`src/rtl/ysyx_22041207_trap_unit.sv`:
```
// Machine-mode trap sequencer: takes ecall/mret/timer-interrupt at commit,
// emits one-cycle CSR update strobes, then holds a PC redirect to fetch.
module ysyx_22041207_trap_unit (
  input  logic        clk,
  input  logic        rst,
  input  logic        commit_valid,
  input  logic [63:0] commit_pc,
  input  logic        ecall_req,
  input  logic        mret_req,
  input  logic        irq_timer,
  input  logic [63:0] mstatus_i,
  input  logic [63:0] mtvec_i,
  input  logic [63:0] mepc_i,
  input  logic        redirect_ready,
  output logic        panic,
  output logic        wMepc,
  output logic [63:0] mepc_v,
  output logic        wMcause,
  output logic [63:0] mcause_v,
  output logic        pc_mret,
  output logic        redirect_valid,
  output logic [63:0] redirect_pc,
  output logic        stall,
  output logic        busy
);

  localparam int unsigned XLEN = 64;
  localparam int unsigned MIE_BIT = 3;
  localparam logic [XLEN-1:0] CAUSE_TIMER = 64'h8000_0000_0000_0007;
  localparam logic [XLEN-1:0] CAUSE_ECALL = 64'd11;
  localparam logic [1:0]      MODE_VECTORED = 2'b01;

  typedef enum logic [1:0] {
    S_IDLE  = 2'd0,
    S_SAVE  = 2'd1,
    S_MRET  = 2'd2,
    S_REDIR = 2'd3
  } state_t;

  state_t            r_state;
  state_t            w_state_nxt;

  logic              r_is_irq;
  logic              r_panic;
  logic              r_wmepc;
  logic              r_wmcause;
  logic              r_pc_mret;
  logic              r_redir_valid;
  logic              r_busy;
  logic [XLEN-1:0]   r_mepc_v;
  logic [XLEN-1:0]   r_mcause_v;
  logic [XLEN-1:0]   r_redir_pc;

  logic              w_irq_take;
  logic              w_accept;
  logic              w_is_irq_nxt;
  logic [XLEN-1:0]   w_cause_nxt;
  logic [XLEN-1:0]   w_epc_nxt;
  logic [XLEN-1:0]   w_redir_pc_nxt;
  logic [XLEN-1:0]   w_mtvec_base;
  logic [XLEN-1:0]   w_vec_off;
  logic [XLEN-1:0]   w_trap_target;
  logic              w_unused;

  // Request qualification: only an enabled timer interrupt counts; accept only from IDLE.
  assign w_irq_take = irq_timer & mstatus_i[MIE_BIT];
  assign w_accept   = (r_state == S_IDLE) & commit_valid & (w_irq_take | ecall_req | mret_req);

  // Handler address: vectored mode offsets interrupts by 4*cause code, exceptions use base.
  assign w_mtvec_base  = {mtvec_i[XLEN-1:2], 2'b00};
  assign w_vec_off     = {r_mcause_v[XLEN-3:0], 2'b00};
  assign w_trap_target = ((mtvec_i[1:0] == MODE_VECTORED) && r_is_irq)
                       ? XLEN'(w_mtvec_base + w_vec_off)
                       : w_mtvec_base;

  assign w_unused = &{1'b0, mstatus_i[XLEN-1:MIE_BIT+1], mstatus_i[MIE_BIT-1:0]};

  // State register.
  always_ff @(posedge clk or posedge rst) begin
    if (rst) begin
      r_state <= S_IDLE;
    end else begin
      r_state <= w_state_nxt;
    end
  end

  // Next-state, trap payload capture and redirect target selection.
  always_comb begin
    w_state_nxt    = r_state;
    w_is_irq_nxt   = r_is_irq;
    w_cause_nxt    = '0;
    w_epc_nxt      = '0;
    w_redir_pc_nxt = r_redir_pc;
    case (r_state)
      S_IDLE: begin
        if (w_accept) begin
          if (w_irq_take) begin
            w_state_nxt  = S_SAVE;
            w_is_irq_nxt = 1'b1;
            w_cause_nxt  = CAUSE_TIMER;
            w_epc_nxt    = commit_pc;
          end else if (ecall_req) begin
            w_state_nxt  = S_SAVE;
            w_is_irq_nxt = 1'b0;
            w_cause_nxt  = CAUSE_ECALL;
            w_epc_nxt    = commit_pc;
          end else begin
            w_state_nxt  = S_MRET;
            w_is_irq_nxt = 1'b0;
          end
        end
      end
      S_SAVE: begin
        w_state_nxt    = S_REDIR;
        w_redir_pc_nxt = w_trap_target;
      end
      S_MRET: begin
        w_state_nxt    = S_REDIR;
        w_redir_pc_nxt = mepc_i;
      end
      S_REDIR: begin
        if (redirect_ready) begin
          w_state_nxt = S_IDLE;
        end
      end
      default: begin
        w_state_nxt = S_IDLE;
      end
    endcase
  end

  // Registered outputs decoded from the upcoming state; mepc/mcause carry the latched payload.
  always_ff @(posedge clk or posedge rst) begin
    if (rst) begin
      r_is_irq      <= 1'b0;
      r_panic       <= 1'b0;
      r_wmepc       <= 1'b0;
      r_wmcause     <= 1'b0;
      r_pc_mret     <= 1'b0;
      r_redir_valid <= 1'b0;
      r_busy        <= 1'b0;
      r_mepc_v      <= '0;
      r_mcause_v    <= '0;
      r_redir_pc    <= '0;
    end else begin
      r_is_irq      <= w_is_irq_nxt;
      r_panic       <= (w_state_nxt == S_SAVE);
      r_wmepc       <= (w_state_nxt == S_SAVE);
      r_wmcause     <= (w_state_nxt == S_SAVE);
      r_pc_mret     <= (w_state_nxt == S_MRET);
      r_redir_valid <= (w_state_nxt == S_REDIR);
      r_busy        <= (w_state_nxt != S_IDLE);
      r_mepc_v      <= w_epc_nxt;
      r_mcause_v    <= w_cause_nxt;
      r_redir_pc    <= w_redir_pc_nxt;
    end
  end

  assign panic          = r_panic;
  assign wMepc          = r_wmepc;
  assign wMcause        = r_wmcause;
  assign pc_mret        = r_pc_mret;
  assign redirect_valid = r_redir_valid;
  assign busy           = r_busy;
  assign mepc_v         = r_mepc_v;
  assign mcause_v       = r_mcause_v;
  assign redirect_pc    = r_redir_pc;

  // Stall covers the accept cycle itself; forced low while reset is held.
  assign stall = ~rst & (w_accept | (r_state != S_IDLE));

endmodule

```
`config.mk`:
```
export PLATFORM = sky130hd
export DESIGN_NAME = ysyx_22041207_trap_unit
export DESIGN_NICKNAME = d
export VERILOG_FILES = /design/src/rtl/ysyx_22041207_trap_unit.sv
export SDC_FILE = /design/constraint.sdc
export NUM_CORES = 1
export LEC_CHECK = 0
export CAP_MARGIN = 15
export CORE_AREA = 2 2 178 180
export DETAILED_ROUTE_END_ITERATION = 7
export DIE_AREA = 0 0 180 182
export PLACE_DENSITY = 0.53
export SETUP_SLACK_MARGIN = 0.15
export SLEW_MARGIN = 20
export SYNTH_ARGS = -nofsm -noshare
export SYNTH_HDL_FRONTEND = slang
export SYNTH_SLANG_ARGS = --single-unit
```
`constraint.sdc`:
```
create_clock -name clk -period 11.2 [get_ports clk]
set_clock_uncertainty 0.15 [all_clocks]
set_input_delay 2.24 -clock clk [delete_from_list [all_inputs] [get_ports clk]]
set_output_delay 2.24 -clock clk [all_outputs]
set_load 0.01 [all_outputs]
```
# Word-level counts from Yosys, hierarchy flattened

Cells that the tools add are included.

Bitwise logic cells: 8
Muxes and demuxes: 16
Reductions and logical operators: 7
$add $sub $neg: 1
Equal/unequal tests: 7

Operator list:

| cell                                                                   | count |
|---|---|
| 64-bit two-way mux                                                     | 8 |
| 64-bit one-hot mux with 2 select lines                                 | 1 |
| 64-bit adder                                                           | 1 |
| 2-bit equality test (second input constant)                            | 4 |
| 2-bit two-way mux                                                      | 4 |
| 2-bit by 1-bit equality test with 1-bit output (second input constant) | 3 |
| 2-bit one-hot mux with 3 select lines                                  | 1 |
| 2-bit nonzero test                                                     | 3 |
| 1-bit AND                                                              | 4 |
| 4-bit two-way mux                                                      | 1 |
| 1-bit bitwise OR                                                       | 3 |
| 2-bit zero test                                                        | 1 |
| 2-bit AND reduction                                                    | 1 |
| 2-bit OR reduction                                                     | 1 |
| 1-bit logical AND                                                      | 1 |
| 1-bit two-way mux                                                      | 1 |
| 1-bit NOT                                                              | 1 |

Output and inout bits: 199
Input port bits: 263
Register bits: 199

# Depth between registers and ports, before layout

Depth in word-level cells: 7
Depth in mapped cells: 9
Mapped depth without buffers: 8

# Least setup slack after synthesis

No wires, ideal clock.

Path kind: input -> output
Start: input port ecall_req
End: output port stall
Slack: 6.035 ns
Path buffers: 0
Stages on the path: 4
Required time: 8.810 ns
Data arrival time: 2.775 ns
Path through: nor2_1 nand2_1 a21boi_0 nor2_1

Longest elaborated chain between the ends: 5

RTL lines:

| what                          | RTL line | source |
|---|---|---|
| start: declaration            | 8        | `input logic ecall_req,` |
| 1-bit bitwise OR (2 in a row) | 67       | `assign w_accept = (r_state == S_IDLE) & commit_valid & (w_irq_take \| ecall_req \| mret_req);` |
| 1-bit AND                     | 67       |  |
| 1-bit bitwise OR              | 170      | `assign stall = ~rst & (w_accept \| (r_state != S_IDLE));` |
| 1-bit AND                     | 170      |  |
| end: declaration              | 23       | `output logic stall,` |

Every way passes these cells.

# Worst setup path after layout

Ends and elaborated chain as after synthesis.

==> flow_summary.json <==
{
  "cap_violations": 0,
  "synth_edf_count": 0,
  "nNetsFinal": 1356,
  "yosysTopAreaCellShare_pct": 47.7,
  "vdd_drop_max_uv": 102,
  "clockPowerShare_pct": 23.4,
  "finalSetupViolations": 0,
  "cp_data_required_time_ns": 8.81,
  "placed_area_um2": 10800,
  "critical-path-slowest-cell": "clkdlybuf4s50_1",
  "wire_per_inst_um": 17.2,
  "ctsHoldBuffers": 0,
  "gp_congestion": 0.774,
  "total_power_mw": 2.43,
  "combPwrFrac_pct": 46.6,
  "portBuffers": 339,
  "grt_busiest_layer": "met2",
  "pre_cts_slack_ns": 4.85,
  "synthArstFlopShare_pct": 100,
  "worstSetupStartpointType": "input port",
  "synth_top_cell_by_area": "dfrtp_1",
  "final_hold_viol_count": 0,
  "grt_max_degree": 72,
  "drive_gt1_share_pct": 5.56,
  "endpoint_kind": "primary output",
  "antenna_found_initial": 2,
  "synthFlopType": "dfrtp_1",
  "root_buffer": "clkbuf_16",
  "reg2reg_depth": 8,
  "fill_cells": 3191,
  "finalInstanceArea_um2": 11400,
  "setup_ws_ns": 4.89,
  "fin_setup_tns_ns": 0,
  "die-area_um2": 32800,
  "synth_area_um2": 7230,
  "firstDrtPassIters": 6,
  "power_density_nw_per_um2": 213,
  "use_met1_pct": 18.0,
  "max_freq_mhz": 158,
  "grt_pass1_vias": 6657,
  "min_period_over_period_pct": 56.3,
  "cts_resized": 0,
  "status": "completed",
  "clk_transition_reported_paths_ns": 0.06,
  "drt_iter0_drc": 198,
  "finalCriticalPeriod_ns": 6.31,
  "grtUsageTotal_pct": 15.7,
  "worstMarginPinSlew_ns": 1.02,
  "cts_buffers": 17,
  "cp.arrival_ns": 3.92,
  "met3_usage_pct": 6.58,
  "utilization_pct": 36.8,
  "placementRows": 65,
  "rsz0062_at_grt": "no",
  "p_int_mw": 1.51,
  "start_util_pct": 23.3,
  "syn_area_per_cell_um2": 9.54,
  "die_h_um": 182,
  "ff_latch_area_um2": 3450,
  "min_path_cells": 1,
  "post_cts_buffers": 0,
  "crit_fanout": 3,
  "switching_share_pct": 37.6,
  "grt_pass1_wl_mm": 39.4,
  "gr-usage-met2_pct": 26.9,
  "synth_area_leaders": "dfrtp_1 48%, buf_4 6.5%, and2_1 5.8%",
  "cts_tree": "done",
  "via_per_inst": 4.21,
  "yosysSeqAreaShare_pct": 47.7,
  "coreArea_um2": 31000,
  "syn_inst": 758,
  "via_count": 6316,
  "drc_errors": 0,
  "cts.htree.levels": 4,
  "synth_cell_type_count": 51,
  "numClockSinks": 138,
  "hold_path.class": "reg -> reg",
  "power_leakage_nw": 4.65,
  "dp_hpwl_mm": 19.9,
  "final_max_slew_viol_count": 0,
  "final_antenna_net_count": 0,
  "pwr-share-seq_pct": 30.0,
  "worst-path-buf-inv": 2,
  "synth_most_common_cell": "dfrtp_1",
  "wl_mm": 25.8,
  "crit_cells": 6,
  "multi_input_comb_area_um2": 3330,
  "ys_top_cells_by_count": "138 x dfrtp_1, 67 x and2_1, 63 x buf_4",
  "grt-ovfl-total": 0,
  "critPathTopFamily": "buffers and inverters",
  "maxSlewHeadroom_pct": 31.8,
  "yosys_warnings": 0,
  "max_stage_delay_ns": 0.49,
  "crit_chain": "clkdlybuf4s50_1, nor2_1, nand2_1, a21boi_0, nor2_1, clkdlybuf4s50_1",
  "clock_latency_ns": 0.42,
  "clk_path_buf_depth": 2,
  "fp.dieW_um": 180,
  "synth-seq-cells": 138,
  "p_switching_uw": 914,
  "critPathKind": "in -> out",
  "ioPinCount": 462,
  "syn2layout_area_growth_pct": 57.6
}
-- final cells by class --
class / instances / area share [%]
multi-input cells: 558 / 29.2
well taps: 402 / 4.41
clock inverters: 15 / 1.33
inverters: 26 / 0.900
repair buffers: 344 / 30.1
clock buffers: 17 / 3.73
flip-flops and latches: 138 / 30.3
diodes: 1 / 0.0219
-- cell usage in the layout, fill, tap and decap left out, drive strengths merged, types with 5 or more instances in the layout --
cell           synthesis  routed
ha                     7       7
clkbuf                29      17
clkinvlp               0       5
mux2                   5       5
and2                  67      67
inv                   26      34
nand2                 45      45
nor3                  18      18
dfrtp                138     138
o21ai                 64      64
nand3                 22      22
buf                   65       5
nor2b                 49      49
and3                   6       6
xnor2                 46      46
conb                   1      59
nor4                   6       6
o22ai                 10      10
clkdlybuf4s50          0     339
nor2                  42      42
nand4                 20      20
a21oi                 52      52
xor2                  11      11
-- metrics by stage --
stage                     std cells  hold slack [ns]
after CTS                      1500            0.364
final                          1501            0.360
after detailed placement       1468            0.347
after global routing           1501            0.377
after floorplan                 816            0.385
after global placement         1468            0.336
-- power groups by stage --
stage | clock (mW) | sequential [mW] | combinational, mW
2_1_floorplan | 0 | 0.800 | 0.545
3_3_place_gp | 0 | 0.735 | 1.15
3_5_place_dp | 0 | 0.739 | 1.16
4_1_cts | 0.586 | 0.731 | 1.16
5_1_grt | 0.615 | 0.746 | 1.27
6_report | 0.567 | 0.729 | 1.13
-- routing by layer --
layer	vias to the layer above	share of wire, %
met5	-	0
met4	0	1.7
met3	20	9.1
met2	289	49
met1	2940	40
li1	3067	-
-- worst paths after layout --
path                              endpoint            from  slack (ns)
setup / recovery                     stall       ecall_req        4.89
hold / removal              redirect_pc[2]  redirect_pc[2]        0.36
setup reg to reg           redirect_pc[56]     mcause_v[1]        8.31
hold reg to reg             redirect_pc[2]  redirect_pc[2]        0.36
max in group asynchronous       mepc_v[57]             rst        7.40
min in group asynchronous  redirect_pc[32]             rst        2.16
-- state kept, by name (all words and copies together), names as in the netlist --
name,count
r_is_irq,1
redirect_valid,1
mcause_v,3
wMcause,1
mepc_v,64
busy,1
redirect_pc,64
pc_mret,1
r_state,2
-- kinds of logic (layout without fill, tap and decap cells) --
kind of cell	Yosys count	after routing	synth area share [%]
simple gates	289	289	22.7
fa+ha+maj	8	8	1.49
mux	7	7	1.05
flops	138	138	47.7
buf+inv	120	402	9.53
other cells	1	60	0.0518
compound gates	138	138	10.5
xor+xnor	57	57	6.90
Power figures use the tool's default switching activity.
